`src/rtl/unidade_controle_multiciclo.sv`:
```
// unidade_controle_multiciclo: multicycle control FSM for the MIPS-subset datapath
module unidade_controle_multiciclo #(
  parameter int MEM_LAT    = 1,
  parameter int MD_TIMEOUT = 40
) (
  input  logic       clk,
  input  logic       reset_n,
  input  logic [5:0] opcode,
  input  logic [5:0] funct,
  input  logic       zero,
  input  logic       overflow,
  input  logic       md_done,
  input  logic       md_div0,
  output logic       pc_write,
  output logic       pc_write_cond,
  output logic       i_or_d,
  output logic       mem_wr,
  output logic       ir_write,
  output logic       reg_write,
  output logic [1:0] reg_dst,
  output logic       alu_src_a,
  output logic [1:0] alu_src_b,
  output logic [2:0] alu_op,
  output logic [1:0] pc_source,
  output logic [3:0] data_src,
  output logic       md_start,
  output logic       md_is_div,
  output logic       hilo_write,
  output logic       epc_write,
  output logic [1:0] cause,
  output logic [4:0] estado
);
  localparam logic [4:0] S_RESET    = 5'd0,  S_FETCH   = 5'd1,  S_FWAIT    = 5'd2,  S_DECODE  = 5'd3;
  localparam logic [4:0] S_EXEC_R   = 5'd4,  S_WB_R    = 5'd5,  S_EXEC_I   = 5'd6,  S_WB_I    = 5'd7;
  localparam logic [4:0] S_MEM_ADDR = 5'd8,  S_MEM_RD  = 5'd9,  S_WB_LW    = 5'd10, S_MEM_WR  = 5'd11;
  localparam logic [4:0] S_BRANCH   = 5'd12, S_JUMP    = 5'd13, S_WB_LUI   = 5'd14, S_MD_START = 5'd15;
  localparam logic [4:0] S_MD_WAIT  = 5'd16, S_HILO    = 5'd17, S_WB_HILO  = 5'd18, S_EXC_OVF = 5'd19;
  localparam logic [4:0] S_EXC_OPC  = 5'd20, S_EXC_DZ  = 5'd21, S_EXC_TO   = 5'd22;
  logic [4:0] state, nxt, dec;
  logic [7:0] cnt;
  logic [5:0] fn_q;
  logic       unused_zero;
  assign unused_zero = zero;
  assign estado = state;
  // instruction decode: target state leaving DECODE
  always_comb begin
    dec = opcode == 6'h00 ? ((funct == 6'h20 || funct == 6'h22 || funct == 6'h24) ? S_EXEC_R :
                             (funct == 6'h18 || funct == 6'h1A) ? S_MD_START :
                             (funct == 6'h10 || funct == 6'h12) ? S_WB_HILO : S_EXC_OPC) :
          opcode == 6'h08 ? S_EXEC_I :
          (opcode == 6'h23 || opcode == 6'h2B) ? S_MEM_ADDR :
          opcode == 6'h04 ? S_BRANCH :
          opcode == 6'h02 ? S_JUMP :
          opcode == 6'h0F ? S_WB_LUI : S_EXC_OPC;
  end
  // next-state sequencing
  always_comb begin
    nxt = S_FETCH;
    case (state)
      S_RESET:    nxt = S_FETCH;
      S_FETCH:    nxt = S_FWAIT;
      S_FWAIT:    nxt = cnt == 8'd0 ? S_DECODE : S_FWAIT;
      S_DECODE:   nxt = dec;
      S_EXEC_R:   nxt = (overflow && fn_q != 6'h24) ? S_EXC_OVF : S_WB_R;
      S_EXEC_I:   nxt = overflow ? S_EXC_OVF : S_WB_I;
      S_MEM_ADDR: nxt = opcode == 6'h23 ? S_MEM_RD : S_MEM_WR;
      S_MEM_RD:   nxt = cnt == 8'd0 ? S_WB_LW : S_MEM_RD;
      S_MD_START: nxt = (fn_q == 6'h1A && md_div0) ? S_EXC_DZ : S_MD_WAIT;
      S_MD_WAIT:  nxt = md_done ? S_HILO : cnt == 8'(MD_TIMEOUT - 1) ? S_EXC_TO : S_MD_WAIT;
      S_WB_R, S_WB_I, S_WB_LW, S_MEM_WR, S_BRANCH, S_JUMP, S_WB_LUI, S_HILO, S_WB_HILO,
      S_EXC_OVF, S_EXC_OPC, S_EXC_DZ, S_EXC_TO: nxt = S_FETCH;
      default:    nxt = S_RESET;
    endcase
  end
  // state, shared wait/timeout counter, latched funct and sticky exception cause
  always_ff @(posedge clk or negedge reset_n) begin
    if (!reset_n) begin
      state <= S_RESET;
      cnt   <= '0;
      fn_q  <= '0;
      cause <= '0;
    end else begin
      state <= nxt;
      cnt   <= (state == S_FETCH || state == S_MEM_ADDR) ? 8'(MEM_LAT) :
               (state == S_FWAIT || state == S_MEM_RD) ? cnt - 8'd1 :
               state == S_MD_WAIT ? cnt + 8'd1 : 8'd0;
      fn_q  <= state == S_DECODE ? funct : fn_q;
      cause <= nxt == S_EXC_OVF ? 2'd0 : nxt == S_EXC_OPC ? 2'd1 :
               nxt == S_EXC_DZ ? 2'd2 : nxt == S_EXC_TO ? 2'd3 : cause;
    end
  end
  // Moore output decode
  always_comb begin
    pc_write      = 1'b0;
    pc_write_cond = 1'b0;
    i_or_d        = 1'b0;
    mem_wr        = 1'b0;
    ir_write      = 1'b0;
    reg_write     = 1'b0;
    reg_dst       = 2'd0;
    alu_src_a     = 1'b0;
    alu_src_b     = 2'd0;
    alu_op        = 3'd0;
    pc_source     = 2'd0;
    data_src      = 4'd0;
    md_start      = 1'b0;
    md_is_div     = 1'b0;
    hilo_write    = 1'b0;
    epc_write     = 1'b0;
    case (state)
      S_FWAIT: begin
        ir_write  = cnt == 8'd0;
        pc_write  = cnt == 8'd0;
        alu_src_b = cnt == 8'd0 ? 2'd1 : 2'd0;
      end
      S_DECODE: alu_src_b = 2'd3;
      S_EXEC_R: begin
        alu_src_a = 1'b1;
        alu_op    = fn_q == 6'h22 ? 3'd1 : fn_q == 6'h24 ? 3'd2 : 3'd0;
      end
      S_EXEC_I, S_MEM_ADDR: begin
        alu_src_a = 1'b1;
        alu_src_b = 2'd2;
      end
      S_WB_R: begin
        reg_write = 1'b1;
        reg_dst   = 2'd1;
      end
      S_WB_I: reg_write = 1'b1;
      S_MEM_RD: i_or_d = 1'b1;
      S_WB_LW: begin
        reg_write = 1'b1;
        data_src  = 4'd1;
      end
      S_MEM_WR: begin
        i_or_d = 1'b1;
        mem_wr = 1'b1;
      end
      S_BRANCH: begin
        alu_src_a     = 1'b1;
        alu_op        = 3'd1;
        pc_source     = 2'd1;
        pc_write_cond = 1'b1;
      end
      S_JUMP: begin
        pc_source = 2'd2;
        pc_write  = 1'b1;
      end
      S_WB_LUI: begin
        reg_write = 1'b1;
        data_src  = 4'd5;
      end
      S_MD_START: begin
        md_start  = 1'b1;
        md_is_div = fn_q == 6'h1A;
      end
      S_MD_WAIT: md_is_div = fn_q == 6'h1A;
      S_HILO: hilo_write = 1'b1;
      S_WB_HILO: begin
        reg_write = 1'b1;
        reg_dst   = 2'd1;
        data_src  = fn_q == 6'h10 ? 4'd2 : 4'd3;
      end
      S_EXC_OVF, S_EXC_OPC, S_EXC_DZ, S_EXC_TO: begin
        epc_write = 1'b1;
        pc_source = 2'd3;
        pc_write  = 1'b1;
      end
      default: ;
    endcase
  end
endmodule

```
`config.mk`:
```
export PLATFORM = sky130hd
export DESIGN_NAME = unidade_controle_multiciclo
export DESIGN_NICKNAME = d
export VERILOG_FILES = /design/src/rtl/unidade_controle_multiciclo.sv
export SDC_FILE = /design/constraint.sdc
export NUM_CORES = 1
export LEC_CHECK = 0
export CAP_MARGIN = 25
export CORE_ASPECT_RATIO = 0.9
export CORE_UTILIZATION = 45
export CTS_CLUSTER_DIAMETER = 150
export CTS_CLUSTER_SIZE = 8
export DETAILED_ROUTE_END_ITERATION = 12
export PLACE_DENSITY = 0.73
export SYNTH_ARGS = -nofsm -noshare
export SYNTH_HDL_FRONTEND = slang
export SYNTH_SLANG_ARGS = --single-unit
```
`constraint.sdc`:
```
create_clock -name clk -period 2.5 [get_ports clk]
set_clock_uncertainty 0.05 [all_clocks]
set_input_delay 0.25 -clock clk [delete_from_list [all_inputs] [get_ports clk]]
set_output_delay 0.25 -clock clk [all_outputs]
set_load 0.005 [all_outputs]
```
Word-level counts from Yosys, hierarchy flattened. Cells that the tools add are included.

Logic and storage cells: 118. Flip-flop bits (word level): 21. Input bits: 18. Output and inout port bits: 31.

Mux-type cells: 45. Add/subtract/negate cells: 2. Reductions and logical operators: 22. Eq/ne operators: 45.

Operators with widths (number): == test 5 bit, second input constant (11); 2-to-1 mux 5 bit (10); one-hot mux 5 bit (10 select lines) (1); == test 6 bit, second input constant (7); == test 5 x 4 -> 1 bit, second input constant (8); == test 6 x 5 -> 1 bit, second input constant (6); 2-to-1 mux 8 bit (3); == test 5 x 3 -> 1 bit, second input constant (4); 2-to-1 mux 2 bit (8); 2-to-1 mux 1 bit (14); OR reduction 14 bit (1); == test 6 x 4 -> 1 bit, second input constant (2); 2-to-1 mux 3 bit (4); one-hot mux 2 bit (3 select lines) (2); == test 5 x 2 -> 1 bit, second input constant (2); OR reduction 5 bit (2); one-hot mux 3 bit (3 select lines) (1); adder 8 x 1 -> 8 bit, second input constant (1); == test 8 x 6 -> 1 bit, second input constant (1); zero test 8 bit (1); OR reduction 2 bit (4); OR reduction 4 bit (2); subtractor 8 x 1 -> 8 bit, second input constant (1); logical OR 1 bit (7); other kinds (10) (11).

Longest topological paths before layout.
Depth after elaboration: 13. Gate-level depth with buffers: 9. Gate-level depth less buffers: 8.

Worst setup path before layout. No wires, ideal clock.

Path kind: reg2reg. Start point: reg cnt[0]. End point: reg cause[0]. Data arrival time: 1.982 ns. Required time: 2.371 ns. Stages on the path, launching flop included: 9. Buffers on the path: 0. Setup slack: 0.388 ns. Cell sequence: dfrtp_1 -> inv_1 -> ha_1 -> or3b_4 -> nor3_4 -> nand2_1 -> a21oi_1 -> or4b_4 -> mux2i_1.

Elaborated cells on any way between the ends: 15.

RTL lines: start: declaration (line 40) `logic [7:0] cnt;`; start signal: assignment (line 84) `cnt <= (state == S_FETCH || state == S_MEM_ADDR) ? 8'(MEM_LAT) :`; zero test 8 bit * (line 62, 67); 2-to-1 mux 2 bit or 2-to-1 mux 1 bit (tied branches) (line 67, 62); one-hot mux 5 bit (10 select lines) * (line 59) `case (state)`; named net nxt[0] (line 39) `logic [4:0] state, nxt, dec;`; == test 5 bit (line 89) `nxt == S_EXC_DZ ? 2'd2 : nxt == S_EXC_TO ? 2'd3 : cause;`; 2-to-1 mux 2 bit (line 89); 2-to-1 mux 2 bit (2 in series) (line 88) `cause <= nxt == S_EXC_OVF ? 2'd0 : nxt == S_EXC_OPC ? 2'd1 :`; end signal: assignment (line 88); end: declaration (line 30) `output logic [1:0] cause,`.

The timed path passes the listed nets; every way through them passes the cells marked *. A chain may end at the register's enable or synchronous reset.

Worst setup path in the final report.
Start point: reg cnt[0]. End point: out ir_write.

Cells in the longest elaborated chain, start to end: 2.

Ends and longest elaborated chain: zero test 8 bit (line 112) `ir_write = cnt == 8'd0;`; 2-to-1 mux 1 bit (line 110) `case (state)`; end: declaration (line 18) `output logic ir_write,`.

Every way passes these cells.

==> impl_results.md <==
- Outcome: finished, final reports clean
- Post-Layout Cell Count: 349
- Die Span X: 69.6 um
- Largest area contributor in the netlist: dfrtp_1
- Core Region: 0.00384 mm2
- Initial Utilization: 48.2%
- GR Layer Usage met2: 36.9%
- Post-Route WL: 5.37 mm
- Fin crit share: 96.8%
- Number of synthesis warnings: 0
- Peak Freq: 0.413 GHz
- TritonCTS Buffers: 3
- Clock-pin slew on the worst setup and hold paths: 0.09 ns
- Grt met1 use: 40.1%
- Max IR drop VDD: 555 uV
- Seq/Total Area, Yosys: 28.4%
- GRT busiest layer: met1
- DR iter-0 viols: 168
- Post-CTS Hold Fix Bufs: 0
- RSZ-0062 raised after global routing: no
- Power per cell area: 975 mW/mm2
- Min Clock Period, post-route: 2.42 ns
- Layout cell share with drive strength beyond 1: 19.8%
- Worst-case reg-to-reg path depth: 9
- Setup TNS: 0 ns
- Post-Place Setup Slack: 0.150 ns
- Clock sink total: 21
- IO Pins: 49
- Die ar.: 0.00437 mm2
- Syn avg cell area: 7.54 um2
- Cell Area, Synth: 0.00185 mm2
- Final hold vios: 0
- Total Power: 0.00247 W
- Clock H-tree levels: 1
- Syn-to-layout area delta: 36.8%
- GRT Total Usage: 25.8%
- Worst Setup Start Kind: register
- DR vias/cell: 5.80
- EDFF count, synth: 0
- Final Max Tran Viols: 0
- Clock tree buffer depth: 2
- Top cells by area, synth: dfrtp_1 28%, nand2_1 7.9%, nor2_1 6.7%, a21oi_1 4.1%, nor3_1 3.2%
- Antenna viol nets, final: 0
- Largest net degree at the start of global routing: 25
- Worst hold path class: input pin to async pin
- CP endpoint kind: primary output
- Distinct cells, synth: 66
- Static leakage power: 1.03 nW
- FF+latch count, synth: 21
- Placer congestion estimate: 0.903
- Cell Rows: 21
- Fin worst setup slack: 0.0801 ns
- Setup violators final: 0
- Initial antenna violation count: 0
- Syn Inst Count: 245
- First-pass GRT wire length: 9.11 mm
- CP Class: register to primary output
- Maximum fanout along the worst path: 2
- FF-to-FF setup slack: 0.15 ns
- HPWL after detailed placement: 3.91 mm
- # diodes: 0
- Drt wl/cell: 15.4 um
- Met3 usage: 4.03%
- Post-placement cell count: 337
- Clk Latency, worst-skew pair: 0.27 ns
- Final core occ: 65.9%
- CTS tree: built
- Vias post-DR: 2025
- CP arrival: 2.12 ns
- Detailed Routing Iterations Pass 1: 4
- Post-synth top area share: 28.4%
- Worst Path Required: 2.20 ns
- R2r endpoint: cause[0]
- R2r startpoint: cnt[0]
- Vias in the first global route: 1879
- # nets final: 324
- Residual DRC: 0
- Die height: 62.8 um
- Max_cap viols: 0
- Count of buffers from port buffering: 44
- GRT Residual Overflow: 0
- Root buf cell: clkbuf_8
- Fraction of registers with async set/reset: 100%
- Top FF cell, synth: dfrtp_1
timing repair:
| item | in CTS | in global routing |
|---|---|---|
| pin swaps | 3 | 3 |
| resized for setup | 6 | 8 |
| buffers inserted | 4 | 5 |
| setup endpoints to repair | 3 | 6 |
power breakdown:
group | internal (W) | switching, W | leakage (nW)
clock network | 0.000111 | 0.000122 | 0.0255
logic | 0.000784 | 0.000791 | 0.740
registers | 0.000484 | 0.000173 | 0.267
sequential cells by signal (all words and copies together), names as in the netlist:
| name | count |
|---|---|
| cnt | 8 |
| fn_q | 6 |
| estado | 5 |
| cause | 2 |
cell usage after synthesis, drive strengths merged, types with 5 or more instances:
master  count
nand2      40
nor2       35
dfrtp      21
a21oi      15
nor3       15
buf        11
clkbuf      8
a31oi       6
nand2b      6
a221oi      5
inv         5
nor2b       5
nor4        5
metrics by stage:
stage                     hold WS (ns)  area, um2
after floorplan                -0.0956       1860
after global placement           0.434       2380
after detailed placement         0.441       2380
after CTS                        0.293       2470
after global routing             0.305       2530
final                            0.279       2530
cell families (layout without fill, tap and decap cells):
| logic type | Yosys count | after routing | synth area share, % |
|---|---|---|---|
| and+or+nand+nor | 138 | 138 | 39.6 |
| AOI/OAI and AO/OA | 54 | 54 | 20.7 |
| buffers and inverters | 24 | 80 | 7.11 |
| DFF | 21 | 21 | 28.4 |
| adders and majority gates | 3 | 3 | 1.90 |
| muxes | 3 | 3 | 1.62 |
| other | 1 | 3 | 0.203 |
| xor gates and xnor gates | 1 | 1 | 0.474 |
critical path: stages (launching register included):
cell             delay [ns]
dfrtp_1                0.39
inv_2                  0.08
ha_4                   0.14
or3b_4                 0.40
nor3_4                 0.19
nand3_2                0.10
inv_1                  0.07
clkdlybuf4s50_1        0.49
per-layer routing:
layer  share of wire, %  wire (um)  vias to the layer above
li1                   -          -                     1005
met1                 50       2700                      933
met2                 42       2250                       77
met3                6.3        337                       10
met4                1.4         73                        0
met5                  0          0                        -
worst max-delay path by stage:
stage	to	slack [ns]	from	depth (start not counted)
2_1_floorplan	cause[0]	0.39	cnt[0]	8
3_3_place_gp	cause[0]	0.17	funct[0]	7
3_5_place_dp	cause[0]	0.15	cnt[0]	9
4_1_cts	ir_write	0.003	cnt[1]	7
5_1_grt	ir_write	0.007	cnt[0]	7
6_report	ir_write	0.08	cnt[0]	7
cells in the final DEF, fill, tap and decap left out, types with 3 or more instances in the layout:
cell type,n
a211oi_1,3
a21oi_1,14
a221oi_1,5
a31oi_1,6
and3_1,3
buf_4,27
clkbuf_8,3
clkdlybuf4s50_1,42
conb_1,3
dfrtp_1,19
inv_1,3
mux2i_1,3
nand2_1,39
nand2b_1,5
nor2_1,32
nor2_2,3
nor2b_1,5
nor3_1,12
nor3b_1,3
nor4_1,5
o31ai_1,3
final cells by class:
type                    instances  area [um2]
clock buffers                   3        41.3
clock inverters                 1        5.00
fillers                       360        1310
inverters                       5        18.8
multi-input cells             202        1240
flip-flops and latches         21         528
well taps                      46        57.6
repair buffers                 71         641
No activity file was read; power rests on OpenSTA's default activity.
